--- config.mk ---
export PLATFORM = sky130hd
export DESIGN_NAME = retire_controller_flat
export DESIGN_NICKNAME = d
export VERILOG_FILES = /design/src/rtl/retire_controller_pkg.sv /design/src/rtl/retire_controller_if.sv /design/src/rtl/retire_controller_free_return_fifo.sv /design/src/rtl/retire_controller.sv /design/src/flat_wrapper.sv
export SDC_FILE = /design/constraint.sdc
export NUM_CORES = 1
export LEC_CHECK = 0
export CORE_MARGIN = 2
export CORE_UTILIZATION = 42
export DETAILED_ROUTE_END_ITERATION = 7
export GPL_ROUTABILITY_DRIVEN = 0
export GPL_TIMING_DRIVEN = 0
export PLACE_DENSITY_LB_ADDON = 0.05
export SLEW_MARGIN = 20
export SYNTH_ARGS = -nofsm -noshare
export SYNTH_HDL_FRONTEND = slang
export SYNTH_HIERARCHICAL = 1
export SYNTH_SLANG_ARGS = --single-unit
--- constraint.sdc ---
create_clock -name clk -period 3.05 [get_ports clk]
set_input_delay 0.4575 -clock clk [delete_from_list [all_inputs] [get_ports clk]]
set_output_delay 0.4575 -clock clk [all_outputs]
set_load 0.005 [all_outputs]
--- src/rtl/retire_controller_pkg.sv ---
// Shared definitions for the retire controller slice.
// - Default datapath widths and FIFO/counter sizing.
// - Encodings of the commit/flush state machine.
package retire_controller_pkg;

  localparam int PHYS_W_DEF      = 6;   // physical register index width
  localparam int ARCH_W_DEF      = 5;   // architectural register index width
  localparam int DATA_W_DEF      = 32;  // result data width
  localparam int FREEQ_DEPTH_DEF = 4;   // free-return FIFO entries
  localparam int CNT_W_DEF       = 16;  // retired-instruction counter width

  typedef enum logic {
    RETIRE_RUN   = 1'b0,
    RETIRE_FLUSH = 1'b1
  } retire_state_e;

endpackage

--- src/rtl/retire_controller_if.sv ---
// Bundle of the ROB-head, reg-file, free-list and flush signals around the
// retire controller.
// - slave  : the retire controller (consumes ROB head, drives commits).
// - master : the surrounding pipeline (ROB, reg file, free list).
interface retire_controller_if
  import retire_controller_pkg::*;
#(
  parameter int PHYS_W = PHYS_W_DEF,
  parameter int ARCH_W = ARCH_W_DEF,
  parameter int DATA_W = DATA_W_DEF,
  parameter int CNT_W  = CNT_W_DEF
);
  // ROB head
  logic              rob_head_valid;
  logic              rob_head_ready;
  logic              rob_head_regwrite;
  logic              rob_head_except;
  logic [ARCH_W-1:0] rob_head_arch_rd;
  logic [PHYS_W-1:0] rob_head_old_phys;
  logic [DATA_W-1:0] rob_head_value;
  logic              rob_pop;
  // external flush
  logic              flush_req;
  logic              flush_out;
  // architectural reg-file write port
  logic              rf_we;
  logic [ARCH_W-1:0] rf_waddr;
  logic [DATA_W-1:0] rf_wdata;
  // physical register return to the free list
  logic              fl_ret_valid;
  logic              fl_ret_ready;
  logic [PHYS_W-1:0] fl_ret_reg;
  // statistics
  logic [CNT_W-1:0]  retire_count;

  modport slave (
    input  rob_head_valid, rob_head_ready, rob_head_regwrite, rob_head_except,
           rob_head_arch_rd, rob_head_old_phys, rob_head_value,
           flush_req, fl_ret_ready,
    output rob_pop, rf_we, rf_waddr, rf_wdata, fl_ret_valid, fl_ret_reg,
           flush_out, retire_count
  );

  modport master (
    output rob_head_valid, rob_head_ready, rob_head_regwrite, rob_head_except,
           rob_head_arch_rd, rob_head_old_phys, rob_head_value,
           flush_req, fl_ret_ready,
    input  rob_pop, rf_we, rf_waddr, rf_wdata, fl_ret_valid, fl_ret_reg,
           flush_out, retire_count
  );

endinterface

--- src/rtl/retire_controller_free_return_fifo.sv ---
// free_return_fifo: synchronous FIFO holding freed physical registers until
// the free list accepts them.
// - push/push_data : enqueue (caller guarantees space or a same-cycle pop)
// - valid/head     : oldest entry toward the consumer
// - pop_ready      : consumer accepts head; pop = valid & pop_ready
// - full/count     : occupancy status
module free_return_fifo #(
  parameter int WIDTH = 6,
  parameter int DEPTH = 4
) (
  input  logic                     clk,
  input  logic                     reset,
  input  logic                     push,
  input  logic [WIDTH-1:0]         push_data,
  input  logic                     pop_ready,
  output logic                     valid,
  output logic [WIDTH-1:0]         head,
  output logic                     full,
  output logic [$clog2(DEPTH):0]   count
);
  localparam int PTR_W = $clog2(DEPTH);
  localparam int CW    = PTR_W + 1;

  logic [WIDTH-1:0] mem [DEPTH];
  logic [PTR_W-1:0] wr_ptr, rd_ptr;
  logic             pop;

  assign valid = (count != '0);
  assign full  = (count == CW'(DEPTH));
  assign head  = mem[rd_ptr];
  assign pop   = valid & pop_ready;

  // NOTE: sequential state uses non-blocking assignments so every register
  // samples pre-edge values regardless of statement order.
  always_ff @(posedge clk or posedge reset) begin
    if (reset) begin
      wr_ptr <= '0;
      rd_ptr <= '0;
      count  <= '0;
    end else begin
      // DEPTH is a power of two, so pointers wrap naturally.
      if (push) wr_ptr <= wr_ptr + PTR_W'(1);
      if (pop)  rd_ptr <= rd_ptr + PTR_W'(1);
      case ({push, pop})
        2'b10:   count <= count + CW'(1);
        2'b01:   count <= count - CW'(1);
        default: count <= count;   // idle, or push+pop (legal even when full)
      endcase
    end
  end

  // NOTE: storage is deliberately not reset; count gates every read, so
  // stale contents are never observed and the array maps to plain RAM.
  always_ff @(posedge clk) begin
    if (push) mem[wr_ptr] <= push_data;
  end

endmodule

--- src/rtl/retire_controller.sv ---
// retire_controller: in-order commit sequencer at the ROB head.
// - clk, reset (async, active-high)
// - bus (slave): ROB head in, rob_pop / reg-file write / free-list return /
//   flush pulse / retire counter out.
// At most one instruction commits per cycle. Freed physical registers are
// queued in a small FIFO so free-list back-pressure only stalls commits when
// that FIFO is full. Exceptions and external flushes enter FLUSH, which waits
// for the FIFO to drain before returning to RUN.
module retire_controller
  import retire_controller_pkg::*;
#(
  parameter int PHYS_W      = PHYS_W_DEF,
  parameter int ARCH_W      = ARCH_W_DEF,
  parameter int DATA_W      = DATA_W_DEF,
  parameter int FREEQ_DEPTH = FREEQ_DEPTH_DEF,
  parameter int CNT_W       = CNT_W_DEF
) (
  input  logic                 clk,
  input  logic                 reset,
  retire_controller_if.slave   bus
);
  localparam int FCNT_W = $clog2(FREEQ_DEPTH) + 1;

  retire_state_e     state, state_nxt;
  logic              flush_nxt;
  logic              pop_c, commit;
  logic              head_done, writes_rd;
  logic              fifo_valid, fifo_full, fifo_push, fifo_pop;
  logic [PHYS_W-1:0] fifo_head;
  logic [FCNT_W-1:0] fifo_cnt;

  assign head_done = bus.rob_head_valid & bus.rob_head_ready;
  assign writes_rd = bus.rob_head_regwrite & (bus.rob_head_arch_rd != '0);
  assign fifo_pop  = fifo_valid & bus.fl_ret_ready;
  // Physical register 0 is hard-wired and never returned to the free list.
  assign fifo_push = commit & writes_rd & (bus.rob_head_old_phys != '0);

  // NOTE: every signal written here gets a default first, so no path leaves
  // a value unassigned and no latch is inferred.
  always_comb begin
    state_nxt = state;
    flush_nxt = 1'b0;
    pop_c     = 1'b0;
    commit    = 1'b0;
    case (state)
      RETIRE_RUN: begin
        if (head_done & bus.rob_head_except) begin
          // Exception wins over a simultaneous flush_req: one pulse total.
          pop_c     = 1'b1;
          flush_nxt = 1'b1;
          state_nxt = RETIRE_FLUSH;
        end else if (bus.flush_req) begin
          flush_nxt = 1'b1;
          state_nxt = RETIRE_FLUSH;
        end else if (head_done & (~fifo_full | fifo_pop)) begin
          // A full FIFO stalls every commit, even ones that free nothing.
          commit = 1'b1;
          pop_c  = 1'b1;
        end
      end
      RETIRE_FLUSH: begin
        if (fifo_cnt == '0) state_nxt = RETIRE_RUN;
      end
      default: state_nxt = RETIRE_RUN;
    endcase
  end

  always_ff @(posedge clk or posedge reset) begin
    if (reset) begin
      state            <= RETIRE_RUN;
      bus.flush_out    <= 1'b0;
      bus.retire_count <= '0;
    end else begin
      state         <= state_nxt;
      bus.flush_out <= flush_nxt;
      if (commit) bus.retire_count <= bus.retire_count + CNT_W'(1);
    end
  end

  // Combinational outputs are forced low while reset is asserted, since the
  // ROB head inputs may still look committable during that window.
  assign bus.rob_pop      = pop_c & ~reset;
  assign bus.rf_we        = commit & writes_rd & ~reset;
  assign bus.rf_waddr     = (commit & ~reset) ? bus.rob_head_arch_rd : '0;
  assign bus.rf_wdata     = (commit & ~reset) ? bus.rob_head_value   : '0;
  assign bus.fl_ret_valid = fifo_valid & ~reset;
  assign bus.fl_ret_reg   = reset ? '0 : fifo_head;

  free_return_fifo #(
    .WIDTH (PHYS_W),
    .DEPTH (FREEQ_DEPTH)
  ) u_free_fifo (
    .clk       (clk),
    .reset     (reset),
    .push      (fifo_push),
    .push_data (bus.rob_head_old_phys),
    .pop_ready (bus.fl_ret_ready),
    .valid     (fifo_valid),
    .head      (fifo_head),
    .full      (fifo_full),
    .count     (fifo_cnt)
  );

endmodule
--- src/flat_wrapper.sv ---
// flat-port wrapper written by rule: the top's interface ports become plain ports
module retire_controller_flat import retire_controller_pkg::*;
#(
  parameter int PHYS_W      = PHYS_W_DEF,
  parameter int ARCH_W      = ARCH_W_DEF,
  parameter int DATA_W      = DATA_W_DEF,
  parameter int FREEQ_DEPTH = FREEQ_DEPTH_DEF,
  parameter int CNT_W       = CNT_W_DEF
)
  (clk, reset, bus_rob_head_valid, bus_rob_head_ready, bus_rob_head_regwrite, bus_rob_head_except, bus_rob_head_arch_rd, bus_rob_head_old_phys, bus_rob_head_value, bus_flush_req, bus_fl_ret_ready, bus_rob_pop, bus_rf_we, bus_rf_waddr, bus_rf_wdata, bus_fl_ret_valid, bus_fl_ret_reg, bus_flush_out, bus_retire_count);
  retire_controller_if #(.PHYS_W(PHYS_W), .ARCH_W(ARCH_W), .DATA_W(DATA_W), .CNT_W(CNT_W)) bus_i ();
  input  logic clk;
  input  logic reset;
  input wire logic [$bits(bus_i.rob_head_valid)-1:0] bus_rob_head_valid;
  input wire logic [$bits(bus_i.rob_head_ready)-1:0] bus_rob_head_ready;
  input wire logic [$bits(bus_i.rob_head_regwrite)-1:0] bus_rob_head_regwrite;
  input wire logic [$bits(bus_i.rob_head_except)-1:0] bus_rob_head_except;
  input wire logic [$bits(bus_i.rob_head_arch_rd)-1:0] bus_rob_head_arch_rd;
  input wire logic [$bits(bus_i.rob_head_old_phys)-1:0] bus_rob_head_old_phys;
  input wire logic [$bits(bus_i.rob_head_value)-1:0] bus_rob_head_value;
  input wire logic [$bits(bus_i.flush_req)-1:0] bus_flush_req;
  input wire logic [$bits(bus_i.fl_ret_ready)-1:0] bus_fl_ret_ready;
  output wire logic [$bits(bus_i.rob_pop)-1:0] bus_rob_pop;
  output wire logic [$bits(bus_i.rf_we)-1:0] bus_rf_we;
  output wire logic [$bits(bus_i.rf_waddr)-1:0] bus_rf_waddr;
  output wire logic [$bits(bus_i.rf_wdata)-1:0] bus_rf_wdata;
  output wire logic [$bits(bus_i.fl_ret_valid)-1:0] bus_fl_ret_valid;
  output wire logic [$bits(bus_i.fl_ret_reg)-1:0] bus_fl_ret_reg;
  output wire logic [$bits(bus_i.flush_out)-1:0] bus_flush_out;
  output wire logic [$bits(bus_i.retire_count)-1:0] bus_retire_count;
  assign bus_i.rob_head_valid = bus_rob_head_valid;
  assign bus_i.rob_head_ready = bus_rob_head_ready;
  assign bus_i.rob_head_regwrite = bus_rob_head_regwrite;
  assign bus_i.rob_head_except = bus_rob_head_except;
  assign bus_i.rob_head_arch_rd = bus_rob_head_arch_rd;
  assign bus_i.rob_head_old_phys = bus_rob_head_old_phys;
  assign bus_i.rob_head_value = bus_rob_head_value;
  assign bus_i.flush_req = bus_flush_req;
  assign bus_i.fl_ret_ready = bus_fl_ret_ready;
  assign bus_rob_pop = bus_i.rob_pop;
  assign bus_rf_we = bus_i.rf_we;
  assign bus_rf_waddr = bus_i.rf_waddr;
  assign bus_rf_wdata = bus_i.rf_wdata;
  assign bus_fl_ret_valid = bus_i.fl_ret_valid;
  assign bus_fl_ret_reg = bus_i.fl_ret_reg;
  assign bus_flush_out = bus_i.flush_out;
  assign bus_retire_count = bus_i.retire_count;
  retire_controller #(.PHYS_W(PHYS_W), .ARCH_W(ARCH_W), .DATA_W(DATA_W), .FREEQ_DEPTH(FREEQ_DEPTH), .CNT_W(CNT_W)) u_core (.clk(clk), .reset(reset), .bus(bus_i));
endmodule
==> flow_summary_export.csv <==
group,metric,value,unit
outcome,status,"complete, no violations",
yosys,syn_nets,264,
critical_path,cp_common_cell,"and3_1",
drt,first_pass_iters,4,
clock_tree,cts_root_buf,"clkbuf_8",
drt,vias_per_cell,4.978,
sta,relSlewSlack,64.32,%
critical_path,path_class,"reg2out",
pwr,p_leak,0.001627,µW
finish,final_common_cell,"clkdlybuf4s50_1",
die,core,0.005816,mm²
die,io_pins,114,
die,die_area,0.006572,mm²
critical_path,required,2.59,ns
yosys,yosys_warnings,6,
hold_path,holdCritPathClass,"in2async",
yosys,synth_xor_area_share,7.372,%
critical_path,worst-path-max-fanout,10,
yosys,seq_area_frac_synth,53.96,%
sta,finalSetupViolCount,0,
yosys,async_reset_ff_share,51.02,%
sta,post-route-period-util,96.57,%
yosys,netlist_instances,206,
critical_path,end_kind,"output pin",
yosys,synthTopCellsByArea,"edfxtp_1, dfrtp_1, and3_1",
yosys,synth_edf_count,24,
clock_tree,numClockSinks,49,
clock_tree,postCtsSetupBuffers,0,
finish,final_cell_mix,"clkdlybuf4s50_1, and3_1, dfrtp_1",
finish,nets,384,
die,die_x,81.07,µm
pwr,p_per_area,461.1,mW/mm²
yosys,yosys-mux-area-fraction,6.219,%
drt,drtIter0Drc,65,
yosys,synthAdderAreaFrac,3.811,%
critical_path,slowest_delay,0.46,ns
critical_path,startpoint_type,"register",
yosys,syn_avg_cell_area,12.11,µm²
yosys,synth-compound-area-share,1.755,%
grt,antenna_found_initial,0,
yosys,synthSimpleGateAreaFrac,23.32,%
critical_path,cp_cell_sequence,"or3_1, a21bo_2, and3_1, clkbuf_2, and3_1, clkdlybuf4s50_1",
drt,vias,2001,
finish,n_antenna_cell,0,
grt,grt_max_degree,28,
clock_tree,cts_buffers,5,
die,die_y,81.07,µm
yosys,synth_top_family_by_area,"simple AND/OR/NAND/NOR gates",
yosys,synth_top_area_share,28.89,%
place,portBuffers,113,
sta,finalClockSkew,0.007008,ns
critical_path,crit_family,"simple AND/OR/NAND/NOR gates",
sta,finalCriticalPeriod,2.945,ns
clock_tree,clk_latency,0.30,ns
yosys,synth_area_leader_cell,"edfxtp_1",
critical_path,cp_num_buf_inv,2,
die,initial_utilization,42.90,%
critical_path,critical-path-slowest-cell,"clkdlybuf4s50_1",
yosys,synthDistinctLibCells,36,
grt,track_usage,18.76,%
critical_path,cp.arrival,2.49,ns
sta,timing.final.max_slew_violations,0,
clock_tree,tritoncts,"yes",
yosys,synth_ff_type,"dfrtp_1",
sta,fmax,339.5,MHz
finish,areaGrowthSynthToFinish,53.46,%
grt,grt.overflow.total,0,
pwr,ir_drop,0.0002578,V
clock_tree,cts.htree.levels,2,
run,maxCapViolCount,0,
sta,rsz0062_at_grt,"yes",
sta,tightestPinTransition,0.5351,ns
finish,fin_area,0.003829,mm²
place,dpl.hpwl,4.807,mm
clock_tree,clk_pin_slew,0.10,ns
grt,grt_pass1_wl,9.459,mm
yosys,syn_area,0.002495,mm²
clock_tree,max-clock-path-buffers,2,
clock_tree,hold_buffers,0,
pwr,p_total,1765,µW
drt,wire_per_inst,15.11,µm
die,row_count,28,
drt,post-route-drc-count,0,
sta,hold_violations,0,
place,placed_area,0.003721,mm²
finish,drive_above_1_share,10.09,%
drt,wirelength,6.074,mm
drt,drtAntennaViolNets,0,
yosys,ys_seq_elements,49,
grt,first_global_vias,2020,
==> logic make-up after synthesis <==
logic type                 after synthesis
muxes                                    8
and+or+nand+nor                         94
xor gates and xnor gates                21
AOI/OAI and AO/OA                        6
buffers and inverters                   21
adders and majority gates                7
DFF                                     49
==> what timing repair did <==
item | 4_1_cts | 5_1_grt
resized for setup | 1 | 12
endpoints found under the setup margin | 17 | 31
pin swaps | 0 | 0
==> worst paths after layout <==
path	from	end	slack (ns)	cells after the start
setup reg to reg	u_core/u_free_fifo/count[0]	u_core/u_free_fifo/count[2]	0.35	11
hold reg to reg	u_core/bus.retire_count[15]	u_core/bus.retire_count[15]	0.47	1
max in group asynchronous	reset	u_core/bus.retire_count[5]	1.79	4
min in group clk	u_core/bus.retire_count[15]	u_core/bus.retire_count[15]	0.47	1
hold / removal	reset	u_core/u_free_fifo/rd_ptr[1]	0.42	2
setup / recovery	u_core/u_free_fifo/count[0]	bus_rf_wdata[27]	0.10	6
==> power by group <==
group          internal [µW]  switching (µW)
clock                    167             226
sequential               762            66.8
combinational            329             215
==> metal layers <==
| metal | share of wire, % | GRT usage [%] |
|---|---|---|
| met5 | 0 | 0 |
| met4 | 0.72 | 4.407 |
| met3 | 5.8 | 4.889 |
| met2 | 50 | 32.56 |
| met1 | 43 | 23.45 |
==> worst register-to-register path, cell delays in order (launching register included) <==
cell and delay [ns]:
dfrtp_1 0.44, or3_1 0.43, a21bo_2 0.28, nand3_1 0.22
nor3_2 0.14, inv_1 0.09, ha_1 0.19, inv_1 0.06
fa_1 0.37, xor2_1 0.15, nor2_1 0.11, xor2_1 0.15
==> layout make-up <==
cell class / count / area, µm²
sequential: 49 / 1346
fill: 487 / 1987
clock buffer: 5 / 68.82
timing repair buffer: 113 / 1131
multi-input combinational: 136 / 1065
buffer: 11 / 60.06
tap: 75 / 93.84
inverter: 10 / 37.54
clock inverter: 3 / 26.28
==> synth_stat cells (2+ instances only) <==
| cell | count |
|---|---|
| clkbuf_1 | 8 |
| mux2i_1 | 2 |
| xnor2_1 | 12 |
| edfxtp_1 | 24 |
| and3_1 | 39 |
| mux4_2 | 6 |
| and2_1 | 4 |
| nand3_1 | 4 |
| nor2_1 | 8 |
| nor4_2 | 2 |
| nand2_1 | 12 |
| xor2_1 | 9 |
| inv_1 | 10 |
| nand4_1 | 2 |
| ha_1 | 6 |
| dfrtp_1 | 25 |
| nor3_1 | 6 |
| nor2b_1 | 7 |
| or4_1 | 2 |
| o21ai_0 | 2 |
==> flip-flops by register name (all words and copies together) (netlist names) <==
name	cells
u_core/bus.flush_out	1
u_core/bus.retire_count	16
u_core/state	1
u_core/u_free_fifo/count	3
u_core/u_free_fifo/mem	24
u_core/u_free_fifo/rd_ptr	2
u_core/u_free_fifo/wr_ptr	2
==> through the flow <==
| step | worst slack, ns | hold slack [ns] | utilization, % | TNS (ns) | std cells |
|---|---|---|---|---|---|
| 5_1_grt | -0.007669 | 0.4423 | 65.83 | -0.007971 | 402 |
| 6_report | 0.1045 | 0.4197 | 65.83 | 0 | 402 |
| 2_1_floorplan | 0.5926 | 0.2609 | - | 0 | 206 |
| 3_5_place_dp | -0.1812 | 0.4602 | 63.98 | -1.345 | 394 |
| 3_3_place_gp | -0.5329 | 0.4542 | 63.96 | -4.975 | 394 |
| 4_1_cts | 0.06815 | 0.4182 | 65.64 | 0 | 402 |
(Power assumes the default switching activity.)
